===== config.mk =====
export PLATFORM = sky130hd
export DESIGN_NAME = stream_demux
export DESIGN_NICKNAME = d
export VERILOG_FILES = /design/src/rtl/stream_demux.sv
export SDC_FILE = /design/constraint.sdc
export NUM_CORES = 1
export LEC_CHECK = 0
export CORE_UTILIZATION = 40
export CTS_BUF_LIST = sky130_fd_sc_hd__clkbuf_8
export DETAILED_ROUTE_END_ITERATION = 10
export DONT_BUFFER_PORTS = 1
export GPL_ROUTABILITY_DRIVEN = 0
export SETUP_SLACK_MARGIN = 0.1
export SKIP_CTS_REPAIR_TIMING = 1
export SLEW_MARGIN = 20
export SYNTH_ARGS = -nofsm -noshare
export SYNTH_HDL_FRONTEND = slang
export SYNTH_SLANG_ARGS = --single-unit

===== constraint.sdc =====
create_clock -name clk -period 1.59 [get_ports clk]
set_input_delay 0.2385 -clock clk [delete_from_list [all_inputs] [get_ports clk]]
set_output_delay 0.2385 -clock clk [all_outputs]
set_load 0.005 [all_outputs]

===== src/rtl/stream_demux.sv =====
// stream_demux
// Routes one upstream valid/ready stream to four downstream channels.
// The destination of each upstream word is chosen by up_sel. Every channel
// has a one-entry holding register and an 8-bit count of delivered words.
//
// Ports
//   clk         clock; all state changes on the rising edge
//   rst         synchronous active-high reset
//   up_valid    upstream word present
//   up_ready    block accepts the upstream word this cycle
//   up_sel      destination channel (0..3) of the upstream word
//   up_data     upstream word, WIDTH bits
//   down_valid  bit k: channel k holds a word
//   down_ready  bit k: consumer of channel k accepts its word
//   down_data   slice [k*WIDTH +: WIDTH] is the word held by channel k
//   down_count  slice [k*8 +: 8] is the delivered-word count of channel k
module stream_demux #(
   parameter int WIDTH = 8
) (
   input  logic               clk,
   input  logic               rst,
   input  logic               up_valid,
   output logic               up_ready,
   input  logic [1:0]         up_sel,
   input  logic [WIDTH-1:0]   up_data,
   output logic [3:0]         down_valid,
   input  logic [3:0]         down_ready,
   output logic [4*WIDTH-1:0] down_data,
   output logic [31:0]        down_count
);

   logic [3:0]       validReg;
   logic [WIDTH-1:0] dataReg  [4];
   logic [7:0]       countReg [4];
   logic [3:0]       loadChan;
   logic [3:0]       drainChan;

   // The selected channel can take a new word when it is empty, or when it is
   // being drained in this same cycle, so a channel sustains one word per
   // cycle. up_valid is deliberately absent here, which keeps any
   // combinational path from up_valid into the downstream handshake out of
   // the design. Nothing is accepted while reset is asserted.
   always_comb begin
      up_ready = !rst && (!validReg[up_sel] || down_ready[up_sel]);
   end

   // Per-channel load and drain strobes. A load only targets the channel
   // named by up_sel, and only when the upstream transfer really happens.
   always_comb begin
      loadChan  = '0;
      drainChan = '0;
      for (int k = 0; k < 4; k++) begin
         loadChan[k]  = up_valid && up_ready && (up_sel == 2'(k));
         drainChan[k] = validReg[k] && down_ready[k];
      end
   end

   // Holding registers and delivery counters. A load has priority over a
   // drain for the valid bit, so a same-cycle drain and load keeps the
   // channel full with the new word. Data is never cleared by a drain, so the
   // last delivered word stays visible. Counters wrap naturally at 8 bits.
   // Reset discards held words without counting them.
   always_ff @(posedge clk) begin
      if (rst) begin
         validReg <= '0;
         for (int k = 0; k < 4; k++) begin
            dataReg[k]  <= '0;
            countReg[k] <= '0;
         end
      end else begin
         for (int k = 0; k < 4; k++) begin
            if (loadChan[k]) begin
               validReg[k] <= 1'b1;
               dataReg[k]  <= up_data;
            end else if (drainChan[k]) begin
               validReg[k] <= 1'b0;
            end
            if (drainChan[k]) begin
               countReg[k] <= countReg[k] + 8'd1;
            end
         end
      end
   end

   // Flatten the per-channel state onto the packed output buses.
   always_comb begin
      down_valid = validReg;
      down_data  = '0;
      down_count = '0;
      for (int k = 0; k < 4; k++) begin
         down_data[k*WIDTH +: WIDTH] = dataReg[k];
         down_count[k*8 +: 8]        = countReg[k];
      end
   end

endmodule


# == Yosys cells after proc, flatten, opt, wreduce, memory -nomap -nowiden ==
# Memories as Yosys holds them, arrays and structs flattened.
# Cells that the tools add are included.
# op_classes
bitwise,8
muxes,46
addsub,4
n_reduce_logical,18
magnitude_cmp,1
n_eq_ne,3
# op_table
operator,n
8-bit two-way mux,8
1-bit two-way mux,36
8-bit by 1-bit adder with 8-bit output (second input constant),4
1-bit logical AND,10
1-bit OR,8
2-bit nonzero test,4
1-bit binary-select mux with 2-bit select,2
2-bit == test (second input constant),2
2-bit by 3-bit less-than comparator with 1-bit output (second input constant),1
2-bit by 1-bit == test with 1-bit output (second input constant),1
1-bit zero test,2
2-bit zero test,1
1-bit logical OR,1
# word_totals
wordCells,86
output_inout_bits,69
ram_bits,64
n_memories,2
input_bits,17
ff_bits,4
# mem_list
memory,depth,word_bits,read_ports,rd_ports_with_merged_regs,wr,line,source
countReg,4,8,4,0,4,34,logic [7:0] countReg [4];
dataReg,4,8,4,0,4,33,logic [WIDTH-1:0] dataReg [4];

# == Longest topological paths before layout ==
# Gate-level depths: netlist of the first run.
# depth
depth_word,11
ltp_mapped,4
depth_no_buf,4

# == Worst setup path before layout of the first run ==
# Ideal clock, no wire load.
# synth_path
path_kind,input port to flip-flop
start,input port rst
end,memory countReg[1][0] (enable)
path_buffers,2
required_ps,1256
cell_stages,3
t_arrival_ps,1002
setup_slack_ps,254
cell_sequence,clkbuf_1 > clkbuf_1 > nand2b_1
# synth_rtl
item,line,source
"start, declared",21,"input logic rst,"
"end, declared",34,

# == Worst setup path in the final report of the first run ==
# layout_path
start,"register validReg[0], in the netlist down_valid[0]"
end,output port up_ready
# layout_via
elab_chain_len,5
# layout_lines
item,line,source
"start, declared",32,logic [3:0] validReg;
"start signal, assigned",65,validReg <= '0;
"start signal, assigned by index",73,validReg[k] <= 1'b1;
"start signal, assigned by index",76,validReg[k] <= 1'b0;
1-bit binary-select mux with 2-bit select,44,up_ready = !rst && (!validReg[up_sel] || down_ready[up_sel]);
1-bit two-way mux (implied by the code),44,
1-bit zero test,44,
1-bit logical OR,44,
1-bit logical AND,44,
"end, declared",23,"output logic up_ready,"
# No other way between the ends. The select of a mux whose other input is x is not followed.

==> metrics.md, run 1 <==
| Metric | Value |
|---|---|
| Outcome | `finished with violations` |
| Failing checks | `negative hold slack` |
| Clk pwr share | `43.5%` |
| Max Fclk | `0.662 GHz` |
| Flops & latches, synth | `68` |
| Post-route insts no fill | `375` |
| Largest family of logic cells by synthesized area | `simple AND/OR/NAND/NOR gates` |
| CP required | `1350 ps` |
| Reg clk slew, reported paths | `80 ps` |
| Flop pwr share | `52.2%` |
| Syn Nets | `276` |
| Die width | `88.5 µm` |
| Reg area | `2010 µm²` |
| Max Cap Violations | `0` |
| WL final | `6.23 mm` |
| Worst setup margin | `80.0 ps` |
| CTS H-tree depth | `3` |
| Syn Inst Count | `255` |
| Nets@finish | `292` |
| Max Root-Sink Buffers | `2` |
| Asr flop ratio synth | `0%` |
| GRT Util Overall | `16.1%` |
| Top cell type's share of synthesized area | `64.2%` |
| Psw | `892 µW` |
| Cts bufs inserted | `9` |
| Setup CP Type | `reg -> out` |
| Setup violators final | `0` |
| Final routed wire length divided by cell count | `16.6 µm` |
| Period minus WS final | `1510 ps` |
| Leading cell types by total area after synthesis | `edfxtp_1 64%, nor2_1 6.5%, nand2_1 2.8%, a21oi_1 2.7%, dfxtp_1 2.7%` |
| Worst path arrival time | `1270 ps` |
| Root buffer cell | `clkbuf_8` |
| Initial core utilization | `41.2%` |
| Combinational power share | `4.2%` |
| Gr ovfl total | `0` |
| Core box area | `7250 µm²` |
| Final period util | `95.0%` |
| Hold slack | `-34.5 ps` |
| Post-synthesis compound-gate area fraction | `5.44%` |
| Hold Path Class | `in -> reg` |
| Final Slew Violations | `0` |
| Diodes inserted | `0` |
| Fill count | `668` |
| Drt drc | `0` |
| DP Worst Slack | `198 ps` |
| Clk sink count | `68` |
| Yosys cell types | `29` |
| DRT antenna net count | `0` |
| Power Total | `4.04 mW` |
| Vias in the first global route | `1836` |
| CTS tree | `done` |
| Antenna violations before repair | `0` |
| Area of the multi-input gates | `997 µm²` |
| Worst-path fanout max | `6` |
| Die H | `88.5 µm` |
| Cell type with the highest aggregate area in the netlist | `edfxtp_1` |
| # rows | `31` |
| Largest net degree at the start of global routing | `23` |
| Mapped Area | `2990 µm²` |
| Die Area | `7830 µm²` |
| VDD IR-drop max | `0.421 mV` |
| Synth-to-Final Area Change | `16.1%` |
| Syn. warnings | `0` |
| Post-Synth XOR/XNOR Area | `3.51%` |
| Post-synthesis mux area share | `0.335%` |
| Adder-Cell Fraction of Synth Area | `1.67%` |
| Worst setup SP type | `register` |
| # IOs | `86` |
| Main synth FF type | `edfxtp_1` |
| Worst Clk Skew | `9.55 ps` |
| Clk_lat worst skew | `350 ps` |
| 1st-pass router iterations | `6` |
| Setup crit end kind | `output port` |
| Normalized max-slew margin | `64.1%` |
| Pwr per Cell Area | `1160 nW/µm²` |
| Lkg Pwr | `1.20 nW` |
| RSZ-0062 raised after global routing | `true` |
| Post-DP HPWL | `4.34 mm` |
| Post-synthesis sequential area ratio | `66.9%` |
| Placed cell count | `354` |
| Final Hold Fails | `1` |
| Post-Synth Simple-Gate Area | `21.0%` |
| Share of layout cells above drive strength 1 | `13.8%` |
| Via/cell ratio | `5.31` |
| Worst-Margin Slew | `537 ps` |
| Post-synth EDFFs | `64` |
| # port buffers | `0` |
| Sw frac | `22.1%` |
| Initial drt markers | `76` |
| Cell internal pwr | `3.15 mW` |
| Syn Area/Cell | `11.7 µm²` |
| Vias | `1990` |
| First-pass GRT wire length | `9.11 mm` |
==> cells in the final DEF (no fill, tap or decap), types with 9 or more instances in the layout <==
cell      instances
nand3_1          15
o21ai_0          10
a21oi_1          13
nand2b_1         11
nor2_1           52
edfxtp_1         64
nand2_1          22
clkbuf_8          9
==> synthesized netlist by cell type, drive strengths merged (2+ instances only) <==
| cell | number |
|---|---|
| edfxtp | 64 |
| nor2 | 52 |
| nand2 | 22 |
| nand3 | 17 |
| a21oi | 16 |
| nand2b | 11 |
| o21ai | 10 |
| or3 | 10 |
| xor2 | 8 |
| clkbuf | 6 |
| and2 | 4 |
| dfxtp | 4 |
| ha | 4 |
| nand4 | 4 |
| xnor2 | 4 |
| inv | 3 |
| nor2b | 3 |
| or2 | 3 |
| or4 | 2 |
==> state kept, by name (all words and copies together), names as in the netlist <==
| register | count |
|---|---|
| countReg | 32 |
| dataReg | 32 |
| down_valid | 4 |
==> area by class of cell <==
cell class / count / share of cell area (%)
clock inverter: 7 / 3.49
tap: 99 / 3.57
inverter: 3 / 0.324
multi-input combinational: 178 / 28.7
sequential: 68 / 57.7
timing repair buffer: 11 / 2.59
clock buffer: 9 / 3.57
==> worst paths after layout <==
| check | slack, ps | endpoint | from | cells after the start |
|---|---|---|---|---|
| min | -30 | down_valid[3] | rst | 1 |
| min reg2reg | 670 | countReg[1][0] | countReg[1][0] | 1 |
| max | 80 | up_ready | down_valid[0] | 3 |
| max reg2reg | 170 | countReg[1][6] | countReg[1][0] | 4 |
==> per-stage QoR <==
stage	TNS, ps	area, µm²	util (%)
after CTS	-50.8	3380	46.6
after global routing	0	3470	47.9
after floorplan	0	2990	-
final	0	3470	47.9
after detailed placement	0	3140	43.3
after global placement	0	3140	43.3
==> cell families after synthesis <==
kind of cell,count (synthesis)
flops,68
mux,1
xor+xnor,12
compound gates,30
simple gates,131
fa+ha+maj,4
buf+inv,9
==> power by group through the flow <==
stage,logic [mW],registers (mW),clock network (mW)
floorplan,0.118,2.13,0
global placement,0.162,2.15,0
detailed placement,0.163,2.15,0
CTS,0.165,2.11,1.79
global route,0.192,2.12,1.87
finish,0.170,2.11,1.76
==> metal layers <==
metal / up-vias / wire length, µm / share of wire, % / track usage, %
li1: 947 / - / - / -
met4: 0 / 95 / 1.5 / 8.21
met1: 964 / 2790 / 45 / 20.7
met3: 7 / 394 / 6.3 / 5.97
met5: - / 0 / 0 / 0
met2: 72 / 2950 / 47 / 23.8
==> worst max-delay path, stage by stage, from the launching register on <==
cell and delay, ps:
dfxtp_4 370, nor4b_4 130, a311o_1 290, a21oi_2 140
Power figures use the tool's default switching activity.
==> run 2, diff against run 1 <==
--- a/config.mk
+++ b/config.mk
@@ -5,13 +5,13 @@
 export SDC_FILE = /design/constraint.sdc
 export NUM_CORES = 1
 export LEC_CHECK = 0
+export ABC_AREA = 1
 export CORE_UTILIZATION = 40
 export CTS_BUF_LIST = sky130_fd_sc_hd__clkbuf_8
 export DETAILED_ROUTE_END_ITERATION = 10
 export DONT_BUFFER_PORTS = 1
 export GPL_ROUTABILITY_DRIVEN = 0
 export SETUP_SLACK_MARGIN = 0.1
-export SKIP_CTS_REPAIR_TIMING = 1
 export SLEW_MARGIN = 20
 export SYNTH_ARGS = -nofsm -noshare
 export SYNTH_HDL_FRONTEND = slang
==> run 2 against run 1 <==
The flow now finishes without violations. Worst hold slack better by 110 ps. Clock-buffer cell count unchanged. Final area grew 0.97%. Critical endpoint unchanged.
==> metrics.md, run 2 <==
| Metric | Value |
|---|---|
| Final Hold Fails | `0` |
| Reg clk slew, reported paths | `80 ps` |
| RSZ-0062 raised after global routing | `true` |
| Worst-path fanout max | `2` |
| Psw | `923 µW` |
| 1st-pass router iterations | `4` |
| Initial drt markers | `77` |
| Hold Path Class | `in -> reg` |
| Initial core utilization | `42.0%` |
| Commonest cells post-synth | `64 x edfxtp_1, 63 x nor2_1, 42 x nand2_1` |
| Worst Clk Skew | `8.87 ps` |
| Cell type with the highest aggregate area in the netlist | `edfxtp_1` |
| Final routed wire length divided by cell count | `15.1 µm` |
| Asr flop ratio synth | `0%` |
| Max Root-Sink Buffers | `2` |
| Clk_lat worst skew | `340 ps` |
| Syn Area/Cell | `10.9 µm²` |
| Clk sink count | `68` |
| Reg2reg setup slack | `250 ps` |
| Most frequent cells in the layout | `64 x edfxtp_1, 63 x nor2_1, 38 x nand2_1` |
| Grt peak-use layer | `met2` |
| Die Area | `8080 µm²` |
| GR Layer Usage met3 | `6.43%` |
| Synth-to-Final Area Change | `13.4%` |
| Vias | `1986` |
| Cells on worst reg2reg path | `6` |
| Critical R2R Launch | `countReg[2][0]` |
| Root buffer cell | `clkbuf_8` |
| Main synth FF type | `edfxtp_1` |
| Largest net degree at the start of global routing | `15` |
| Worst path arrival time | `1210 ps` |
| Setup crit end kind | `output port` |
| Syn Inst Count | `283` |
| Diodes inserted | `0` |
| Outcome | `finished, final reports clean` |
| Power Total | `3.75 mW` |
| Clk pwr share | `39.7%` |
| DRT antenna net count | `0` |
| Final period util | `91.4%` |
| R2r endpoint | `countReg[2][6]` |
| Critical path launch point | `down_valid[1]` |
| Fin Setup TNS | `0 ps` |
| Flops & latches, synth | `68` |
| Nets@finish | `321` |
| Max Fclk | `0.688 GHz` |
| Die H | `89.9 µm` |
| Antenna violations before repair | `0` |
| Met1 Track Usage GR | `21.2%` |
| Crit path capture | `up_ready` |
| Leading cell types by total area after synthesis | `edfxtp_1 62%, nor2_1 7.6%, nand2_1 5.1%, inv_1 3.8%, nand4_4 2.8%` |
| Top cell type's share of synthesized area | `62.2%` |
| CP required | `1350 ps` |
| Yosys cell types | `28` |
| Period minus WS final | `1450 ps` |
| Flop pwr share | `55.7%` |
| Mapped Area | `3090 µm²` |
| Setup violators final | `0` |
| VDD IR-drop max | `0.588 mV` |
| WL final | `6.12 mm` |
| Pwr per Cell Area | `1070 nW/µm²` |
| Via/cell ratio | `4.92` |
| GRT Util Overall | `16.5%` |
| # rows | `31` |
| Max Cap Violations | `0` |
| # port buffers | `0` |
| Drt drc | `0` |
| Syn. warnings | `0` |
| Lkg Pwr | `1.36 nW` |
| Core box area | `7370 µm²` |
| Cts bufs inserted | `9` |
| Die width | `89.9 µm` |
| First-pass GRT wire length | `10.4 mm` |
| Combinational power share | `4.7%` |
| Worst setup SP type | `register` |
| Commonest non-fill, non-tap cell in the layout | `edfxtp_1` |
| Setup CP Type | `reg -> out` |
| Worst-Margin Slew | `383 ps` |
| CTS H-tree depth | `3` |
| Cell internal pwr | `2.83 mW` |
| Share of layout cells above drive strength 1 | `17.4%` |
| Post-synthesis sequential area ratio | `64.8%` |
| Final Slew Violations | `0` |
| Vias in the first global route | `2080` |
| GRT met2 Usage | `25.1%` |
| Top-count cell post-synth | `edfxtp_1` |
| CTS tree | `done` |
| Post-DP HPWL | `4.50 mm` |
| Sw frac | `24.6%` |
| Post-synth EDFFs | `64` |
| Syn Nets | `304` |
| Normalized max-slew margin | `74.5%` |
| # IOs | `86` |
| Gr ovfl total | `0` |
| Final core occ | `47.6%` |
-- run 2: cell count changes after synthesis, sizes merged, moves of 6 or more --
cell	before	now
clkbuf	6	0
inv	3	35
nand2	22	46
nand2b	11	0
nand3	17	10
nor2	52	65
nor3	0	8
or3	10	0
-- run 2: cell type report --
type	instances	area [µm²]
clock buffers	9	124
clock inverters	7	82.6
fillers	695	3860
inverters	36	135
multi-input cells	176	970
flip-flops and latches	68	2000
well taps	99	124
repair buffers	9	70.1
-- run 2: how the worst min path moves through the flow --
stage                        from            end  slack (ps)  cells after the start
finish              down_ready[1]  down_valid[1]          80                      3
global placement              rst  down_valid[1]         300                      1
floorplan           down_ready[0]  down_valid[0]         410                      3
global route        down_ready[3]  down_valid[3]          70                      3
detailed placement            rst  down_valid[0]         310                      1
CTS                 down_ready[1]  down_valid[1]          70                      3
-- run 2: critical path, cell delays in order, from the launching register on --
cell and delay (ps):
dfxtp_1 320, nand2_1 60, nand2_1 50, nand2_1 60, nand2_2 90, a21oi_1 300
-- run 2: metal layers --
layer  up-vias  routed length, µm
met2        72               2770
met1       916               2710
met4         0                126
li1        986                  -
met3        12                510
met5         -                  0
-- run 2: power by group through the flow --
stage,Clock (mW),Combinational [mW],Sequential (mW)
6_report,1.49,0.175,2.09
5_1_grt,1.61,0.201,2.10
4_1_cts,1.53,0.174,2.09
3_5_place_dp,0,0.169,2.13
3_3_place_gp,0,0.166,2.13
2_1_floorplan,0,0.136,2.11
-- run 2: logic make-up after synthesis --
kind of cell / after synthesis / synth area share [%]
AO/OA/AOI/OAI: 23 / 4.29
XOR/XNOR: 8 / 2.27
adder cells (fa/ha/maj): 4 / 1.62
buffers and inverters: 39 / 4.94
flip-flops: 68 / 64.8
AND/OR/NAND/NOR: 141 / 22.1
-- run 2: metrics by stage --
| stage | hold WS (ps) | std cells | area [µm²] | setup WS, ps |
|---|---|---|---|---|
| 2_1_floorplan | 414 | 283 | 3090 | 102 |
| 6_report | 75.2 | 404 | 3510 | 138 |
| 3_3_place_gp | 304 | 387 | 3260 | 219 |
| 5_1_grt | 71.3 | 404 | 3510 | 59.5 |
| 4_1_cts | 65.7 | 404 | 3470 | 140 |
| 3_5_place_dp | 305 | 387 | 3260 | 173 |
-- run 2: timing repair --
| action | 4_1_cts | 5_1_grt |
|---|---|---|
| hold endpoints to repair | 4 | 0 |
| endpoints found under the setup margin | 0 | 39 |
| gates resized for setup | 0 | 10 |
| setup buffers | 0 | 0 |
| hold buffers | 1 | 0 |
